### config.mk
export PLATFORM = sky130hd
export DESIGN_NAME = exc_sched
export DESIGN_NICKNAME = d
export VERILOG_FILES = /design/src/rtl/mips_pkg.sv /design/src/rtl/exc_sched_int_sync.sv /design/src/rtl/exc_sched.sv
export SDC_FILE = /design/constraint.sdc
export NUM_CORES = 1
export LEC_CHECK = 0
export ABC_AREA = 1
export CAP_MARGIN = 5
export CORE_MARGIN = 5
export CORE_UTILIZATION = 40
export DETAILED_ROUTE_END_ITERATION = 7
export HOLD_SLACK_MARGIN = 0.03
export PLACE_DENSITY = 0.83
export SLEW_MARGIN = 20
export SYNTH_ARGS = -nofsm -noshare
export SYNTH_HDL_FRONTEND = slang
export SYNTH_SLANG_ARGS = --single-unit
### constraint.sdc
create_clock -name clk -period 1.7 [get_ports clk]
set_clock_uncertainty 0.1 [all_clocks]
set_input_delay 0.17 -clock clk [delete_from_list [all_inputs] [get_ports clk]]
set_output_delay 0.17 -clock clk [all_outputs]
set_load 0.02 [all_outputs]
### src/rtl/mips_pkg.sv
// Shared MIPS pipeline definitions: CP0 exception codes, the default handler
// entry point and the exception scheduler's state encoding.
package mips_pkg;

  localparam logic [4:0] EXC_INT  = 5'd0;
  localparam logic [4:0] EXC_ADEL = 5'd4;
  localparam logic [4:0] EXC_ADES = 5'd5;
  localparam logic [4:0] EXC_RI   = 5'd10;
  localparam logic [4:0] EXC_OV   = 5'd12;

  localparam logic [31:0] DEFAULT_HANDLER_ADDR = 32'h0000_4180;

  typedef enum logic [1:0] {
    IDLE  = 2'd0,
    FLUSH = 2'd1,
    REDIR = 2'd2
  } sched_state_t;

endpackage

### src/rtl/exc_sched_int_sync.sv
// Multi-stage flop synchronizer for the external interrupt request lines.
// The output is the last stage, so latency is exactly STAGES cycles.
module int_sync #(
  parameter int STAGES = 2,
  parameter int W      = 6
) (
  input  logic         clk,
  input  logic         reset,
  input  logic [W-1:0] d,
  output logic [W-1:0] q
);

  logic [W-1:0] stage_q [STAGES];

  always_ff @(posedge clk) begin
    if (reset) begin
      for (int i = 0; i < STAGES; i++) stage_q[i] <= '0;
    end else begin
      stage_q[0] <= d;
      for (int i = 1; i < STAGES; i++) stage_q[i] <= stage_q[i-1];
    end
  end

  assign q = stage_q[STAGES-1];

endmodule

### src/rtl/exc_sched.sv
// CP0 exception/interrupt scheduler: arbitrates interrupt > exception > eret,
// strobes CP0, holds flush_all, then redirects fetch to the handler or EPC.
module exc_sched
  import mips_pkg::*;
#(
  parameter logic [31:0] HANDLER_ADDR = DEFAULT_HANDLER_ADDR,
  parameter int          FLUSH_CYCLES = 2,
  parameter int          SYNC_STAGES  = 2
) (
  input  logic        clk,
  input  logic        reset,
  input  logic [5:0]  hw_int,
  input  logic        m_valid,
  input  logic        exc_req_m,
  input  logic [4:0]  exc_code_m,
  input  logic        bd_m,
  input  logic        eret_m,
  input  logic        sr_ie,
  input  logic        sr_exl,
  input  logic [5:0]  sr_im,
  input  logic [31:0] epc,
  output logic        take_exc,
  output logic [4:0]  exc_code,
  output logic        exc_bd,
  output logic [5:0]  ip_pend,
  output logic        eret_clr,
  output logic        flush_all,
  output logic        redirect_valid,
  output logic [31:0] redirect_pc,
  output logic        busy
);

  sched_state_t state, state_next;
  logic [3:0]   cnt_q, cnt_next;
  logic [31:0]  target_q, target_next;
  logic         int_ok, exc_ok, eret_ok;

  int_sync #(.STAGES(SYNC_STAGES), .W(6)) u_int_sync (
    .clk   (clk),
    .reset (reset),
    .d     (hw_int),
    .q     (ip_pend)
  );

  assign int_ok  = (|(ip_pend & sr_im)) & sr_ie & ~sr_exl & m_valid;
  assign exc_ok  = exc_req_m & m_valid & ~sr_exl;
  assign eret_ok = eret_m & m_valid & sr_exl;

  always_ff @(posedge clk) begin
    if (reset) begin
      state    <= IDLE;
      cnt_q    <= '0;
      target_q <= '0;
    end else begin
      state    <= state_next;
      cnt_q    <= cnt_next;
      target_q <= target_next;
    end
  end

  // take_exc, eret_clr and redirect_valid are single-cycle strobes with no
  // back-pressure; their payloads are only meaningful in the strobe cycle.
  always_comb begin
    state_next     = state;
    cnt_next       = cnt_q;
    target_next    = target_q;
    take_exc       = 1'b0;
    exc_code       = '0;
    exc_bd         = 1'b0;
    eret_clr       = 1'b0;
    flush_all      = 1'b0;
    redirect_valid = 1'b0;
    unique case (state)
      IDLE: begin
        if (int_ok) begin
          take_exc    = 1'b1;
          exc_code    = EXC_INT;
          exc_bd      = bd_m;
          target_next = HANDLER_ADDR;
        end else if (exc_ok) begin
          take_exc    = 1'b1;
          exc_code    = exc_code_m;
          exc_bd      = bd_m;
          target_next = HANDLER_ADDR;
        end else if (eret_ok) begin
          eret_clr    = 1'b1;
          target_next = epc;
        end
        if (int_ok | exc_ok | eret_ok) begin
          flush_all  = 1'b1;
          cnt_next   = 4'(FLUSH_CYCLES - 1);
          state_next = (FLUSH_CYCLES == 1) ? REDIR : FLUSH;
        end
      end
      FLUSH: begin
        flush_all = 1'b1;
        if (cnt_q != 4'd0) cnt_next = cnt_q - 4'd1;
        if (cnt_q <= 4'd1) state_next = REDIR;
      end
      REDIR: begin
        redirect_valid = 1'b1;
        state_next     = IDLE;
      end
      default: state_next = IDLE;
    endcase
  end

  assign redirect_pc = target_q;
  assign busy        = (state != IDLE);

endmodule

==> Yosys cells after proc, flatten, opt, wreduce, memory -nomap -nowiden <==
Memories as Yosys holds them, arrays and structs flattened.
Cells that the tools add are included.
{ "totals": {"ramBits": 12, "reg_bits": 38, "memories": 1, "out_inout_bits": 49, "in_bits": 57} }
{ "memory_table": {"columns": ["memory", "words", "word_bits", "rd", "rd_ports_with_merged_regs", "write_ports", "line", "rtl"], "rows": [
  ["u_int_sync.stage_q", 2, 6, 2, 0, 2, "exc_sched_int_sync.sv:13", "logic [W-1:0] stage_q [STAGES];"]
]} }
{ "classes": {"bitwise": 13, "n_lt_le_gt_ge": 1, "muxes": 30, "eq_ne": 5, "n_reduce_logical": 9, "add_sub_neg": 1} }
{ "ops": {"columns": ["op", "count"], "rows": [
  ["32-bit 2-to-1 mux", 3],
  ["1-bit 2-to-1 mux", 15],
  ["5-bit 2-to-1 mux", 3],
  ["6-bit 2-to-1 mux", 2],
  ["4-bit 2-to-1 mux", 2],
  ["4-bit one-hot mux with 2 select lines", 1],
  ["1-bit bitwise AND", 7],
  ["6-bit bitwise AND", 1],
  ["2-bit != test, second input constant", 3],
  ["6-bit OR reduction", 1],
  ["4-bit by 1-bit <= comparator with 1-bit output, second input constant", 1],
  ["2-bit 2-to-1 mux", 2],
  ["1-bit bitwise OR", 4],
  ["2-bit one-hot mux with 2 select lines", 1],
  ["2-bit AND reduction", 2],
  ["2-bit nonzero test", 2],
  ["4-bit nonzero test", 1],
  ["4-bit by 1-bit subtractor with 4-bit output, second input constant", 1],
  ["3-bit AND reduction", 1],
  ["3-bit nonzero test", 1],
  ["2-bit by 1-bit == test with 1-bit output, second input constant", 1],
  ["2-bit == test, second input constant", 1],
  ["2-bit logical NOT", 1],
  ["1-bit one-hot mux with 2 select lines", 1],
  ["1-bit NOT", 1]
]} }

==> Longest topological paths before layout <==
{ "depth": {"depth_word": 9, "depth_mapped": 10} }

==> Modules after synthesis <==
A second synthesis with hierarchy kept.
{ "unflattened": {"cells_unflattened": 273, "hier_area_um2": 2127.0} }
{ "by_module_without_submodules": {"columns": ["module", "n_inst", "cells_each", "area_per_inst_um2"], "rows": [
  ["exc_sched", 1, 230, 1740.4],
  ["int_sync", 1, 43, 386.6]
]} }

==> Worst setup path after synthesis <==
No wires, ideal clock.
{ "synth_path": {"path_type": "register -> register", "start": "register cnt_q[0]", "end": "register cnt_q[1]", "arrival_time_ps": 1229, "stages_incl_launch_ff": 7, "setup_time_ps": 115, "n_path_buf": 0, "path_slack_ps": 256, "path_cell_list": "dfxtp_1 inv_1 ha_1 a31oi_1 nand3_1 nand2_1 nor2_1"} }
{ "synth_between": {"elab_chain_len": 3} }
{ "synth_rtl": {"columns": ["item", "line", "rtl"], "rows": [
  ["start, declared", "exc_sched.sv:34", "logic [3:0] cnt_q, cnt_next;"],
  ["start signal, assigned", "exc_sched.sv:56", "cnt_q <= cnt_next;"],
  ["4-bit by 1-bit subtractor with 4-bit output or 4-bit nonzero test (tied branches)", "exc_sched.sv:97", "if (cnt_q != 4'd0) cnt_next = cnt_q - 4'd1;"],
  ["4-bit 2-to-1 mux or 2-bit != test (tied branches)", null, null],
  ["4-bit one-hot mux with 2 select lines or 3-bit AND reduction (tied branches)", null, null]
]} }
Parallel ways exist; a longest one is shown, timed or not. The select of a mux whose other input is x is not followed.
A chain may end at the register's enable or synchronous reset.

==> Final worst setup path <==
{ "layout_path": {"start": "input sr_im[3]", "end": "output exc_bd"} }
{ "layout_between": {"elab_chain_len": 7} }
{ "layout_rtl": {"columns": ["item", "line", "rtl"], "rows": [
  ["start, declared", "exc_sched.sv:20", "input logic [5:0] sr_im,"],
  ["6-bit bitwise AND", "exc_sched.sv:45", "assign int_ok = (|(ip_pend & sr_im)) & sr_ie & ~sr_exl & m_valid;"],
  ["6-bit OR reduction", "exc_sched.sv:45", null],
  ["1-bit bitwise AND (3 in series)", "exc_sched.sv:45", null],
  ["1-bit 2-to-1 mux", "exc_sched.sv:75", "if (int_ok) begin"],
  ["1-bit 2-to-1 mux", "exc_sched.sv:73", "unique case (state)"],
  ["end, declared", "exc_sched.sv:24", "output logic exc_bd,"]
]} }
Every way passes these cells.

==> load_flow_metrics.sql <==
INSERT INTO impl_metrics (metric_group, metric, value, unit) VALUES
('outcome', 'status', 'finished with violations', ''),
('outcome', 'violated_checks', 'setup timing', ''),
('layout', 'num-fill-cells', '437', ''),
('grt', 'grt_pass1_wl', '8383', 'um'),
('critical_path', 'worstPathMaxFanout', '8', ''),
('power_and_ir_drop', 'vdd_drop_max', '0.0004855', 'V'),
('die', 'total_core_area', '5107', 'um^2'),
('critical_path', 'critPathMaxStageDelay', '0.49', 'ns'),
('grt', 'first_global_vias', '1906', ''),
('timing', 'final_hold_viol_count', '0', ''),
('route', 'drt-vias-per-instance', '4.464', ''),
('yosys', 'synth_cell_types', '24', ''),
('die', 'rows', '26', ''),
('timing', 'final.min_clock_period', '1.720', 'ns'),
('layout', 'num-nets-final', '441', ''),
('power_and_ir_drop', 'pwr_density_cell', '821.1', 'nW/um^2'),
('clock_network', 'cts-root-buf', 'sky130_fd_sc_hd__clkbuf_8', ''),
('critical_path', 'critical_path_arrival', '1.45', 'ns'),
('place', 'globalplace.congestion', '0.7658', ''),
('power_and_ir_drop', 'power', '2.791', 'mW'),
('clock_network', 'cts_tree', 'built', ''),
('die', 'die_width', '82.43', 'um'),
('critical_path', 'worstSetupPathType', 'input pin to primary output', ''),
('critical_path', 'cp_slowest_cell', 'sky130_fd_sc_hd__clkdlybuf4s50_1', ''),
('grt', 'grt_start_max_net_pins', '42', ''),
('die', 'num_io_pins', '106', ''),
('yosys', 'netlist_instances', '272', ''),
('critical_path', 'worst_setup_path_end_kind', 'primary output', ''),
('grt', 'global_route.usage.total', '16.13', '%'),
('route', 'routed_length_per_placed_instance', '12.25', 'um'),
('critical_path', 'critPathRequiredTime', '1.43', 'ns'),
('route', 'drt_iter0_markers', '57', ''),
('layout', 'n_antenna_cell', '0', ''),
('clock_network', 'clock_pin_slew_reported_for_the_worst_setup_and_hold_paths_after_clock_tree_synthesis', '0.09', 'ns'),
('die', 'initial_core_util', '41.08', '%'),
('timing', 'clock.fmax', '0.5815', 'GHz'),
('timing', 'layout_worst_path_cycle_share', '101.2', '%'),
('clock_network', 'clock_insertion_delay_worst_skew', '0.29', 'ns'),
('grt', 'grt_overflow', '0', ''),
('yosys', 'synth_async_sr_flop_share', '0', '%'),
('place', 'dpl.hpwl', '4327', 'um'),
('place', 'portBuffers', '105', ''),
('power_and_ir_drop', 'cellLeakagePower', '1.414', 'nW'),
('route', 'number_of_iterations_in_the_first_detailed_routing_pass', '4', ''),
('die', 'die_h', '82.43', 'um'),
('yosys', 'syn-cell-area', '2098', 'um^2'),
('critical_path', 'crit_path_top_cell_by_count', 'sky130_fd_sc_hd__nand2_2', ''),
('layout', 'layout.cells.most_common_list', 'sky130_fd_sc_hd__clkdlybuf4s50_1 (91), sky130_fd_sc_hd__nand2_1 (74), sky130_fd_sc_hd__dfxtp_1 (48)', ''),
('critical_path', 'path_cells', 'clkdlybuf4s50_1, nand2_2, nand2_2, nor2_1, nand2_1, nand2_4, nand2_2, nand2_2, nor2_2, buf_6', ''),
('timing', 'final-setup-viol-count', '1', ''),
('clock_network', 'cts_num_sinks', '50', ''),
('critical_path', 'bufs_and_invs_on_worst_path', '2', ''),
('timing', 'slew_violations', '0', ''),
('layout', 'area_growth_syn_to_layout', '62.02', '%'),
('yosys', 'synthesis.yosys.warnings', '0', ''),
('layout', 'layout-drive-gt1-share', '18.80', '%'),
('critical_path', 'cp-start-kind', 'input pin', ''),
('timing', 'worst_slack', '-0.01978', 'ns'),
('worst_hold_path', 'worstHoldPathType', 'input pin to flip-flop', ''),
('yosys', 'syn_nets', '331', ''),
('route', 'drc_violation_count_after_routing', '0', ''),
('route', 'routed_wirelength', '5547', 'um'),
('timing', 'finalHoldWorstSlack', '0.2803', 'ns'),
('layout', 'final_common_cell', 'sky130_fd_sc_hd__clkdlybuf4s50_1', ''),
('grt', 'initial_antenna_violation_count', '0', ''),
('yosys', 'yosys_register_bits', '50', ''),
('timing', 'worstMarginPinSlew', '0.4737', 'ns'),
('die', 'die-area', '6794', 'um^2'),
('clock_network', 'cts_post_setup_buffers_inserted', '0', ''),
('yosys', 'synth-edff-count', '0', ''),
('timing', 'rsz_0062_raised_after_global_routing', 'yes', '');
## where the power goes
group	total, mW	switching [mW]	leakage, nW	internal, mW
clock	0.821	0.380	0.0585	0.441
combinational	0.691	0.332	0.946	0.359
sequential	1.28	0.0417	0.409	1.24
## cell type report
cell class	count	area, um^2	area share (%)
repair buffers	120	1195	35.15
multi-input cells	176	892.1	26.24
well taps	70	87.58	2.576
flip-flops and latches	50	1003	29.52
clock buffers	5	68.82	2.024
inverters	29	108.9	3.202
clock inverters	3	43.79	1.288
## sequential cells by signal, indices dropped and copies added, names as in the netlist
register and count:
redirect_pc 32, u_int_sync.stage_q 12, cnt_q 4, state 2
## Yosys cell counts, types with 2 or more instances
master	count	area [um^2]
sky130_fd_sc_hd__or2_2	2	12.51
sky130_fd_sc_hd__dfxtp_1	50	1001
sky130_fd_sc_hd__buf_2	2	10.01
sky130_fd_sc_hd__nor3_1	2	10.01
sky130_fd_sc_hd__nand2_2	8	50.05
sky130_fd_sc_hd__inv_1	28	105.1
sky130_fd_sc_hd__a31oi_1	2	12.51
sky130_fd_sc_hd__a21oi_1	25	125.1
sky130_fd_sc_hd__ha_1	2	25.02
sky130_fd_sc_hd__nor2_4	2	22.52
sky130_fd_sc_hd__nand4_1	3	18.77
sky130_fd_sc_hd__clkbuf_1	4	15.01
sky130_fd_sc_hd__a21oi_2	11	96.34
sky130_fd_sc_hd__buf_6	2	22.52
sky130_fd_sc_hd__nand3_1	6	30.03
sky130_fd_sc_hd__o21ai_0	5	25.02
sky130_fd_sc_hd__nand2_1	79	296.5
sky130_fd_sc_hd__nor2_1	26	97.59
sky130_fd_sc_hd__buf_4	8	60.06
## path summary, 6_finish.rpt
path	depth (start not counted)	slack, ns	start	endpoint
setup / recovery	10	-0.02	sr_im[3]	exc_bd
hold / removal	3	0.28	hw_int[0]	u_int_sync.stage_q[0][0]
setup reg to reg	11	0.10	u_int_sync.stage_q[0][10]	redirect_pc[13]
hold reg to reg	2	0.30	u_int_sync.stage_q[0][3]	u_int_sync.stage_q[0][9]
## repair_timing
item | 4_1_cts | 5_1_grt
pin swaps | 0 | 5
hold buffers | 1 | 0
endpoints found under the setup margin | 11 | 9
resized for setup | 43 | 24
endpoints found under the hold margin | 3 | 0
## routing by layer
layer / global-route usage, % / up-vias / part of all wire (%)
met3: 6.941 / 4 / 12
met1: 16.63 / 886 / 39
met4: 3.987 / 0 / 0.54
met5: 0 / - / 0
li1: - / 1055 / -
met2: 29.73 / 77 / 49
## metrics by stage
| step | setup TNS (ns) | utilization, % | std cells | cell area, um^2 |
|---|---|---|---|---|
| 2_1_floorplan | 0 | - | 272 | 2098 |
| 3_3_place_gp | -7.842 | 63.57 | 444 | 3247 |
| 3_5_place_dp | -9.473 | 63.57 | 444 | 3247 |
| 4_1_cts | -0.03503 | 65.48 | 453 | 3344 |
| 5_1_grt | -0.3799 | 66.56 | 453 | 3400 |
| 6_report | -0.01978 | 66.56 | 453 | 3400 |
## kinds of logic (layout without fill, tap and decap cells)
kind of cell    Yosys count  count (layout)  share of synthesized area [%]
compound gates           43              43                          12.34
fa+ha+maj                 2               2                          1.192
buf+inv                  46             157                          11.27
flops                    50              50                          47.70
simple gates            131             131                          27.49
## tightest hold or removal path: stages
cell and delay, ns:
sky130_fd_sc_hd__clkdlybuf4s50_1 0.39, sky130_fd_sc_hd__inv_1 0.05, sky130_fd_sc_hd__nor2_1 0.03
Power figures use the tool's default switching activity.
